--- config.mk ---
export PLATFORM = sky130hd
export DESIGN_NAME = banco_registradores_param_flat
export DESIGN_NICKNAME = d
export VERILOG_FILES = /design/src/rtl/banco_registradores_param_pkg.sv /design/src/rtl/banco_registradores_param_if.sv /design/src/rtl/banco_registradores_param_placar.sv /design/src/rtl/banco_registradores_param.sv /design/src/flat_wrapper.sv
export SDC_FILE = /design/constraint.sdc
export NUM_CORES = 1
export LEC_CHECK = 0
export BUFFER_PORTS_ARGS = -buffer_cell sky130_fd_sc_hd__buf_2
export CAP_MARGIN = 15
export CORE_MARGIN = 1
export CORE_UTILIZATION = 59
export CTS_BUF_LIST = sky130_fd_sc_hd__clkbuf_8
export DETAILED_ROUTE_END_ITERATION = 6
export PLACE_DENSITY = 0.81
export SYNTH_ARGS = -nofsm -noshare
export SYNTH_HDL_FRONTEND = slang
export SYNTH_SLANG_ARGS = --single-unit
--- constraint.sdc ---
create_clock -name Clock -period 3.7 [get_ports Clock]
set_input_delay 1.11 -clock Clock [delete_from_list [all_inputs] [get_ports Clock]]
set_output_delay 1.11 -clock Clock [all_outputs]
set_load 0.03 [all_outputs]
--- src/rtl/banco_registradores_param_pkg.sv ---
// Shared nRISC constants and address type used by decode, writeback and the register bank.
package nrisc_pkg;

    localparam int NRISC_NUM_REGS = 8;
    localparam int NRISC_LARGURA  = 8;
    localparam int NRISC_NUM_BOOL = 4;

    typedef logic [$clog2(NRISC_NUM_REGS)-1:0] reg_addr_t;

endpackage

--- src/rtl/banco_registradores_param_if.sv ---
// Decode/writeback-side bus of the register bank: reads, writes, reservations and pending flags.
interface banco_registradores_param_if
    import nrisc_pkg::*;
#(
    parameter int NUM_REGS = NRISC_NUM_REGS,
    parameter int LARGURA  = NRISC_LARGURA,
    parameter int NUM_BOOL = NRISC_NUM_BOOL
);
    localparam int RA = $clog2(NUM_REGS);
    localparam int BA = $clog2(NUM_BOOL);

    logic [RA-1:0]      RegLido1;
    logic [RA-1:0]      RegLido2;
    logic [LARGURA-1:0] Dado1;
    logic [LARGURA-1:0] Dado2;
    logic               EscreveReg;
    logic [RA-1:0]      RegEscrito;
    logic [LARGURA-1:0] DadoEscrito;
    logic [BA-1:0]      BoolLido1;
    logic [BA-1:0]      BoolLido2;
    logic               DadoBool1;
    logic               DadoBool2;
    logic               EscreveBool;
    logic [BA-1:0]      BoolEscrito;
    logic               DadoBoolEscrito;
    logic               Reserva;
    logic [RA-1:0]      RegReservado;
    logic               Pendente1;
    logic               Pendente2;

    modport master (
        output RegLido1, RegLido2, EscreveReg, RegEscrito, DadoEscrito,
               BoolLido1, BoolLido2, EscreveBool, BoolEscrito, DadoBoolEscrito,
               Reserva, RegReservado,
        input  Dado1, Dado2, DadoBool1, DadoBool2, Pendente1, Pendente2
    );

    modport slave (
        input  RegLido1, RegLido2, EscreveReg, RegEscrito, DadoEscrito,
               BoolLido1, BoolLido2, EscreveBool, BoolEscrito, DadoBoolEscrito,
               Reserva, RegReservado,
        output Dado1, Dado2, DadoBool1, DadoBool2, Pendente1, Pendente2
    );

endinterface

--- src/rtl/banco_registradores_param_placar.sv ---
// Pending-write scoreboard: one bit per general register, set by reservations, cleared by writes.
module placar_pendencias
    import nrisc_pkg::*;
#(
    parameter int NUM_REGS  = NRISC_NUM_REGS,
    parameter bit ZERO_FIXO = 1'b1,
    localparam int RA       = $clog2(NUM_REGS)
) (
    input  logic          Clock,
    input  logic          Reset_n,
    input  logic          rs,
    input  logic          wr,
    input  logic [RA-1:0] RegReservado,
    input  logic [RA-1:0] RegEscrito,
    input  logic [RA-1:0] RegLido1,
    input  logic [RA-1:0] RegLido2,
    output logic          Pendente1,
    output logic          Pendente2
);

    logic [NUM_REGS-1:0] pend;

    // The set is assigned after the clear so a same-register reservation wins.
    always_ff @(posedge Clock or negedge Reset_n) begin
        if (!Reset_n) begin
            pend <= '0;
        end else begin
            if (wr) pend[RegEscrito]   <= 1'b0;
            if (rs) pend[RegReservado] <= 1'b1;
        end
    end

    always_comb begin
        Pendente1 = pend[RegLido1] & ~(wr && RegEscrito == RegLido1)
                    & ~(ZERO_FIXO && RegLido1 == '0);
        Pendente2 = pend[RegLido2] & ~(wr && RegEscrito == RegLido2)
                    & ~(ZERO_FIXO && RegLido2 == '0);
    end

endmodule

--- src/rtl/banco_registradores_param.sv ---
// Parametrised general and boolean register bank with write forwarding, pending scoreboard and Halt freeze.
module banco_registradores_param
    import nrisc_pkg::*;
#(
    parameter int NUM_REGS  = NRISC_NUM_REGS,
    parameter int LARGURA   = NRISC_LARGURA,
    parameter int NUM_BOOL  = NRISC_NUM_BOOL,
    parameter bit ZERO_FIXO = 1'b1
) (
    input  logic                        Clock,
    input  logic                        Reset_n,
    input  logic                        Halt,
    banco_registradores_param_if.slave  bus
);

    logic [LARGURA-1:0] banco [NUM_REGS];
    logic               bools [NUM_BOOL];

    logic wr, bw, rs;
    logic fwdReg, fwdBool;

    assign wr = bus.EscreveReg & ~Halt & ~(ZERO_FIXO && bus.RegEscrito == '0);
    assign bw = bus.EscreveBool & ~Halt;
    assign rs = bus.Reserva & ~Halt & ~(ZERO_FIXO && bus.RegReservado == '0);

    // Forwarding is masked during reset so reads are 0 while storage is held clear.
    assign fwdReg  = wr & Reset_n;
    assign fwdBool = bw & Reset_n;

    always_ff @(posedge Clock or negedge Reset_n) begin
        if (!Reset_n) begin
            for (int unsigned i = 0; i < NUM_REGS; i++) banco[i] <= '0;
        end else if (wr) begin
            banco[bus.RegEscrito] <= bus.DadoEscrito;
        end
    end

    always_ff @(posedge Clock or negedge Reset_n) begin
        if (!Reset_n) begin
            for (int unsigned i = 0; i < NUM_BOOL; i++) bools[i] <= 1'b0;
        end else if (bw) begin
            bools[bus.BoolEscrito] <= bus.DadoBoolEscrito;
        end
    end

    always_comb begin
        if (ZERO_FIXO && bus.RegLido1 == '0)
            bus.Dado1 = '0;
        else if (fwdReg && bus.RegEscrito == bus.RegLido1)
            bus.Dado1 = bus.DadoEscrito;
        else
            bus.Dado1 = banco[bus.RegLido1];

        if (ZERO_FIXO && bus.RegLido2 == '0)
            bus.Dado2 = '0;
        else if (fwdReg && bus.RegEscrito == bus.RegLido2)
            bus.Dado2 = bus.DadoEscrito;
        else
            bus.Dado2 = banco[bus.RegLido2];

        bus.DadoBool1 = (fwdBool && bus.BoolEscrito == bus.BoolLido1)
                        ? bus.DadoBoolEscrito : bools[bus.BoolLido1];
        bus.DadoBool2 = (fwdBool && bus.BoolEscrito == bus.BoolLido2)
                        ? bus.DadoBoolEscrito : bools[bus.BoolLido2];
    end

    placar_pendencias #(
        .NUM_REGS  (NUM_REGS),
        .ZERO_FIXO (ZERO_FIXO)
    ) placar (
        .Clock        (Clock),
        .Reset_n      (Reset_n),
        .rs           (rs),
        .wr           (wr),
        .RegReservado (bus.RegReservado),
        .RegEscrito   (bus.RegEscrito),
        .RegLido1     (bus.RegLido1),
        .RegLido2     (bus.RegLido2),
        .Pendente1    (bus.Pendente1),
        .Pendente2    (bus.Pendente2)
    );

endmodule

--- src/flat_wrapper.sv ---
// flat-port wrapper written by rule: the top's interface ports become plain ports
module banco_registradores_param_flat import nrisc_pkg::*;
#(
    parameter int NUM_REGS  = NRISC_NUM_REGS,
    parameter int LARGURA   = NRISC_LARGURA,
    parameter int NUM_BOOL  = NRISC_NUM_BOOL,
    parameter bit ZERO_FIXO = 1'b1
)
  (Clock, Reset_n, Halt, bus_RegLido1, bus_RegLido2, bus_EscreveReg, bus_RegEscrito, bus_DadoEscrito, bus_BoolLido1, bus_BoolLido2, bus_EscreveBool, bus_BoolEscrito, bus_DadoBoolEscrito, bus_Reserva, bus_RegReservado, bus_Dado1, bus_Dado2, bus_DadoBool1, bus_DadoBool2, bus_Pendente1, bus_Pendente2);
  banco_registradores_param_if #(.NUM_REGS(NUM_REGS), .LARGURA(LARGURA), .NUM_BOOL(NUM_BOOL)) bus_i ();
  input  logic Clock;
  input  logic Reset_n;
  input  logic Halt;
  input wire logic [$bits(bus_i.RegLido1)-1:0] bus_RegLido1;
  input wire logic [$bits(bus_i.RegLido2)-1:0] bus_RegLido2;
  input wire logic [$bits(bus_i.EscreveReg)-1:0] bus_EscreveReg;
  input wire logic [$bits(bus_i.RegEscrito)-1:0] bus_RegEscrito;
  input wire logic [$bits(bus_i.DadoEscrito)-1:0] bus_DadoEscrito;
  input wire logic [$bits(bus_i.BoolLido1)-1:0] bus_BoolLido1;
  input wire logic [$bits(bus_i.BoolLido2)-1:0] bus_BoolLido2;
  input wire logic [$bits(bus_i.EscreveBool)-1:0] bus_EscreveBool;
  input wire logic [$bits(bus_i.BoolEscrito)-1:0] bus_BoolEscrito;
  input wire logic [$bits(bus_i.DadoBoolEscrito)-1:0] bus_DadoBoolEscrito;
  input wire logic [$bits(bus_i.Reserva)-1:0] bus_Reserva;
  input wire logic [$bits(bus_i.RegReservado)-1:0] bus_RegReservado;
  output wire logic [$bits(bus_i.Dado1)-1:0] bus_Dado1;
  output wire logic [$bits(bus_i.Dado2)-1:0] bus_Dado2;
  output wire logic [$bits(bus_i.DadoBool1)-1:0] bus_DadoBool1;
  output wire logic [$bits(bus_i.DadoBool2)-1:0] bus_DadoBool2;
  output wire logic [$bits(bus_i.Pendente1)-1:0] bus_Pendente1;
  output wire logic [$bits(bus_i.Pendente2)-1:0] bus_Pendente2;
  assign bus_i.RegLido1 = bus_RegLido1;
  assign bus_i.RegLido2 = bus_RegLido2;
  assign bus_i.EscreveReg = bus_EscreveReg;
  assign bus_i.RegEscrito = bus_RegEscrito;
  assign bus_i.DadoEscrito = bus_DadoEscrito;
  assign bus_i.BoolLido1 = bus_BoolLido1;
  assign bus_i.BoolLido2 = bus_BoolLido2;
  assign bus_i.EscreveBool = bus_EscreveBool;
  assign bus_i.BoolEscrito = bus_BoolEscrito;
  assign bus_i.DadoBoolEscrito = bus_DadoBoolEscrito;
  assign bus_i.Reserva = bus_Reserva;
  assign bus_i.RegReservado = bus_RegReservado;
  assign bus_Dado1 = bus_i.Dado1;
  assign bus_Dado2 = bus_i.Dado2;
  assign bus_DadoBool1 = bus_i.DadoBool1;
  assign bus_DadoBool2 = bus_i.DadoBool2;
  assign bus_Pendente1 = bus_i.Pendente1;
  assign bus_Pendente2 = bus_i.Pendente2;
  banco_registradores_param #(.NUM_REGS(NUM_REGS), .LARGURA(LARGURA), .NUM_BOOL(NUM_BOOL), .ZERO_FIXO(ZERO_FIXO)) u_core (.Clock(Clock), .Reset_n(Reset_n), .Halt(Halt), .bus(bus_i));
endmodule
Word level (Yosys, flattened, before mapping)
Index checks and enable logic that the tools add are counted.
W data, S select, Z words.
{"block": "op_classes", "magnitude_cmp": 14, "n_eq_ne": 4, "muxes": 34, "bitwise": 27, "n_reduce_logical": 14}
{"op": "$mux W8", "n": 11}
{"op": "$bwmux W64", "n": 1}
{"op": "$bmux W8 S3", "n": 2}
{"op": "$demux W8 S3", "n": 1}
{"op": "$lt A3 B4 Y1 const B", "n": 4}
{"op": "$ge A4 B4 Y1 const B", "n": 3}
{"op": "$logic_not A3 Y1", "n": 4}
{"op": "$not A3 Y4", "n": 3}
{"op": "$and A1 B1 Y1", "n": 11}
{"op": "$mux W1", "n": 11}
{"op": "$logic_and A1 B1 Y1", "n": 10}
{"op": "$ge A3 B3 Y1 const B", "n": 3}
{"op": "$not A2 Y3", "n": 3}
{"op": "$and A8 B8 Y8", "n": 1}
{"op": "$not A8 Y8", "n": 1}
{"op": "$or A8 B8 Y8", "n": 1}
{"op": "$not A1 Y1", "n": 7}
{"op": "$bmux W1 S3", "n": 2}
{"op": "$demux W1 S3", "n": 2}
{"op": "$eq A3 B3 Y1", "n": 2}
{"op": "$ge A3 B1 Y1 const B", "n": 2}
{"op": "$bmux W1 S2", "n": 2}
{"op": "$bwmux W4", "n": 1}
{"op": "$eq A2 B2 Y1", "n": 2}
{"op": "3 further kinds", "n": 3}
{"block": "word_totals", "reg_bits": 76, "input_bits": 33, "output_inout_bits": 20}

Depth between registers and ports, before layout
{"block": "depth", "word_depth": 9, "mapped_depth": 6, "depth_no_buf": 4}

By module
From an unflattened synthesis, not the netlist that was laid out.
{"block": "unflattened", "cells_unflattened": 338, "area_unflattened_um2": 4724.5}
{"module": "banco_registradores_param", "n_inst": 1, "cells_per_inst": 279, "area_per_inst_um2": 4209.0, "seq_area_each_um2": 1701.6}
{"module": "placar_pendencias", "n_inst": 1, "cells_per_inst": 59, "area_per_inst_um2": 515.5, "seq_area_each_um2": 175.2}

Worst setup path after synthesis
Ideal clock, no wire load.
{"block": "synth_path", "path_kind": "input to output", "from": "input bus_RegLido1[2]", "to": "output bus_Dado1[4]", "arrival_ns": 2.583, "required_ns": 2.590, "setup_slack_ns": 0.007, "cell_stages": 6, "n_path_buf": 2, "path_cell_list": "buf_2 xnor2_1 nand3_2 or2_2 buf_2 a21oi_1"}
{"block": "synth_via", "elab_chain_len": 6}
{"element": "start, declared", "line_no": "flat_wrapper.sv:14", "source": "input wire logic [$bits(bus_i.RegLido1)-1:0] bus_RegLido1;"}
{"element": "$not A3 Y4 (implied by the code)", "line_no": "banco_registradores_param.sv:52", "source": "bus.Dado1 = banco[bus.RegLido1];"}
{"element": "$bmux W8 S3", "line_no": "banco_registradores_param.sv:52"}
{"element": "$mux W8 (implied by the code) (2 in series)", "line_no": "banco_registradores_param.sv:52"}
{"element": "$mux W8", "line_no": "banco_registradores_param.sv:49", "source": "else if (fwdReg && bus.RegEscrito == bus.RegLido1)"}
{"element": "$mux W8 (*)", "line_no": "banco_registradores_param.sv:47", "source": "if (ZERO_FIXO && bus.RegLido1 == '0)"}
{"element": "end, declared", "line_no": "flat_wrapper.sv:26", "source": "output wire logic [$bits(bus_i.Dado1)-1:0] bus_Dado1;"}
Every way passes the cells marked *; elsewhere a longest branch is shown, timed or not. The select of a mux whose other input is x is not followed.

Final worst setup path
{"block": "layout_path", "from": "input bus_RegLido2[1]", "to": "output bus_Dado2[7]"}
{"block": "layout_via", "elab_chain_len": 6}
{"element": "start, declared", "line_no": "flat_wrapper.sv:15", "source": "input wire logic [$bits(bus_i.RegLido2)-1:0] bus_RegLido2;"}
{"element": "$not A3 Y4 (implied by the code)", "line_no": "banco_registradores_param.sv:59", "source": "bus.Dado2 = banco[bus.RegLido2];"}
{"element": "$bmux W8 S3", "line_no": "banco_registradores_param.sv:59"}
{"element": "$mux W8 (implied by the code) (2 in series)", "line_no": "banco_registradores_param.sv:59"}
{"element": "$mux W8", "line_no": "banco_registradores_param.sv:56", "source": "else if (fwdReg && bus.RegEscrito == bus.RegLido2)"}
{"element": "$mux W8 (*)", "line_no": "banco_registradores_param.sv:54", "source": "if (ZERO_FIXO && bus.RegLido2 == '0)"}
{"element": "end, declared", "line_no": "flat_wrapper.sv:27", "source": "output wire logic [$bits(bus_i.Dado2)-1:0] bus_Dado2;"}
Marked as above.

==> impl_metrics.tcl <==
set metrics [dict create \
    synth_nets 353 \
    crit-reg2reg-launch "u_core.banco[50]" \
    fmax_mhz 274.1 \
    synthTopCellsByArea "dfrtp_1 43%, mux4_2 19%, mux2_2 14%" \
    rr_worst_depth 1 \
    min_path_type "reg -> reg" \
    reg2reg_to "u_core.banco[50]" \
    run_status "finished clean" \
    postCtsSetupBuffers 0 \
    clockRootBuffer "clkbuf_8" \
    critPathCaptureType "output pin" \
    critPathMaxFanout 6 \
    r2r_slack_ns 2.88 \
    drc 0 \
    ir_drop_mv 0.3256 \
    holdWs_ns 0.4013 \
    yosysUniqueCellTypes 37 \
    rows 31 \
    worst-setup-path-type "in -> out" \
    antenna_found_initial 0 \
    core-area_um2 7292 \
    multi_input_area_um2 2389 \
    wire_per_inst_um 22.05 \
    synth_top_area_cell "dfrtp_1" \
    rsz0062_at_grt "no" \
    setup_viol 0 \
    ios 53 \
    antenna_left 0 \
    grt_pass1_wl_mm 16.51 \
    netlist_area_um2 4472 \
    syn2layout_area_growth_pct 13.46 \
    die_w_um 89.06 \
    dieArea_um2 7932 \
    cp_slowest_stage_delay_ns 0.53 \
    crit_chain "buf_2, buf_4, mux4_2, mux2i_1, a21oi_1, buf_2" \
    fin_crit_sh 0.9862 \
    routed_wl_mm 10.54 \
    min-delay-start "u_core.banco[56]" \
    final_nets 407 \
    avgSynthCellArea_um2 13.97 \
    syn_inst 320 \
    muxShareOfSynthArea 0.3945 \
    seq_area_frac_synth 0.4253 \
    gp_congestion 0.8767 \
    period_minus_slack_ns 3.649 \
    port_buffers 52 \
    synthSimpleGateAreaFrac 0.05876 \
    synth_top_area_frac 0.4253 \
    htree_num_levels 3 \
    fp.dieH_um 89.06 \
    cts_tree "done" \
    drive_above_1_share 0.5330 \
    grt_usage 0.2975 \
    synth-seq-cells 76 \
    clk_latency_ns 0.35 \
    cap_violations 0 \
    initial_core_util 0.6132 \
    worstPathRequired_ns 2.59 \
    hold_depth 0 \
    detail_route.first_pass.iterations 4 \
    grt_max_degree 75 \
    cp_common_cell "buf_2" \
    timing_max_transition_violations_final 0 \
    clk_path_buf_depth 2 \
    cp_slowest_cell "mux4_2" \
    synth_top_family_by_area "multiplexers" \
    arrival_ns 2.54 \
    worst_slew_margin_rel 0.3784 \
    fin_worst_skew_ns 0 \
    cp-start-kind "input port" \
    setup_tns_ns 0 \
    p_leak_nw 2.243 \
    antennaDiodeCount 0 \
    p_per_area_nw_per_um2 493.3 \
    clk_pin_slew_ns 0.07 \
    timing.final.hold_violations 0 \
    grt_pass1_vias 3073 \
    vias 3093 \
    cts.sinks 76 \
    cts_buffers 9 \
    seq_area_um2 1902 \
    synth_xor_area_frac 0.01959 \
    place_hpwl_mm 7.285 \
    holdPathEnd "u_core.banco[56]" \
    viasPerCell 6.471 \
    synth_compound_area_frac 0.06128 \
    nFillCells 530 \
    ys_warn_count 0 \
    synthAdderAreaFrac 0 \
    drt_first_iter_violations 218 \
    worstMarginPinSlew_ns 0.9324 \
    grt-ovfl-total 0 \
]
cells in the final DEF, fill, tap and decap left out, drive strengths merged, types with 5 or more instances in the layout:
cell type	n
a21oi	14
buf	72
clkbuf	13
dfrtp	76
inv	7
mux2	62
mux2i	18
mux4	38
nand2	7
nand3	6
nor2	7
o21ai	7
o31ai	15
or3	5
xnor2	6
through the flow:
step,total power [mW],worst slack [ns],std cells,util,cell area (µm²)
3_3_place_gp,1.871,0.07466,462,0.6695,4882
2_1_floorplan,1.683,0.007206,320,-,4472
6_report,2.503,0.05106,478,0.6958,5074
3_5_place_dp,1.911,0.02753,462,0.6695,4882
4_1_cts,2.506,0.01157,478,0.6954,5071
5_1_grt,2.623,0.001693,478,0.6958,5074
state kept, by name, indices dropped and copies added (netlist names):
name	count
u_core.banco	64
u_core.bools	4
u_core.placar.pend	8
kinds of logic after synthesis:
group                     Yosys count
muxes                             118
DFF                                76
xor gates and xnor gates           10
and+or+nand+nor                    38
buffers and inverters              36
AOI/OAI and AO/OA                  42
final cells by class:
| cell class | instances | share of cell area |
|---|---|---|
| clock buffer | 12 | 0.03255 |
| tap | 99 | 0.02441 |
| inverter | 6 | 0.004439 |
| sequential | 76 | 0.3748 |
| multi-input combinational | 208 | 0.4708 |
| clock inverter | 4 | 0.004686 |
| timing repair buffer | 73 | 0.08829 |
cell usage after synthesis:
master	n
nand3b_1	1
buf_2	10
o31ai_1	15
xnor2_1	6
o32ai_1	2
nor2_1	4
inv_1	6
dfrtp_1	76
nand2b_1	1
or3_4	1
buf_4	5
nor2_2	3
a21oi_1	14
nor3b_1	2
clkbuf_1	13
o2bb2ai_1	1
nor3_1	2
or3_1	4
or2_2	2
nand2_2	1
a32o_1	1
or2b_1	1
buf_6	2
mux2_2	54
nand2_1	5
nor3_4	2
nand3_1	3
nor2b_1	1
o211a_1	2
xor2_1	4
nor2b_4	1
mux2_4	8
nand3_2	3
o21ai_0	7
mux2i_1	18
nand2_4	1
mux4_2	38
critical path, delay by kind of cell:
kind / cells / cell delay [ns]
AOI/OAI and AO/OA: 1 / 0.10
buffers and inverters: 3 / 0.64
muxes: 2 / 0.68
power breakdown:
group / internal (mW) / leakage (nW) / switching (mW)
sequential: 1.00 / 0.942 / 0.131
clock: 0.295 / 0.0958 / 0.306
combinational: 0.411 / 1.20 / 0.356
layer usage:
layer  part of all wire  track usage  vias up
met3              0.069      0.06002       33
met2               0.49       0.4699      135
met4              0.032       0.1501        0
met1               0.41       0.3981     1594
met5                  0            0        -
li1                   -            -     1331
worst max path at each step:
stage,from,end,slack [ns],cells past startpoint
after floorplan,bus_RegLido1[2],bus_Dado1[4],0.007,6
after global placement,bus_RegLido1[1],bus_Dado1[1],0.07,6
after detailed placement,bus_RegLido1[1],bus_Dado1[5],0.03,6
after CTS,bus_RegLido1[1],bus_Dado1[5],0.01,6
after global routing,bus_RegLido1[1],bus_Dado1[7],0.002,6
final,bus_RegLido2[1],bus_Dado2[7],0.05,6
repair_timing:
action,4_1_cts,5_1_grt
endpoints found under the hold margin,0,0
resized for setup,0,1
hold buffers,0,0
setup endpoints to repair,0,6
No activity file was read; power rests on OpenSTA's default activity.
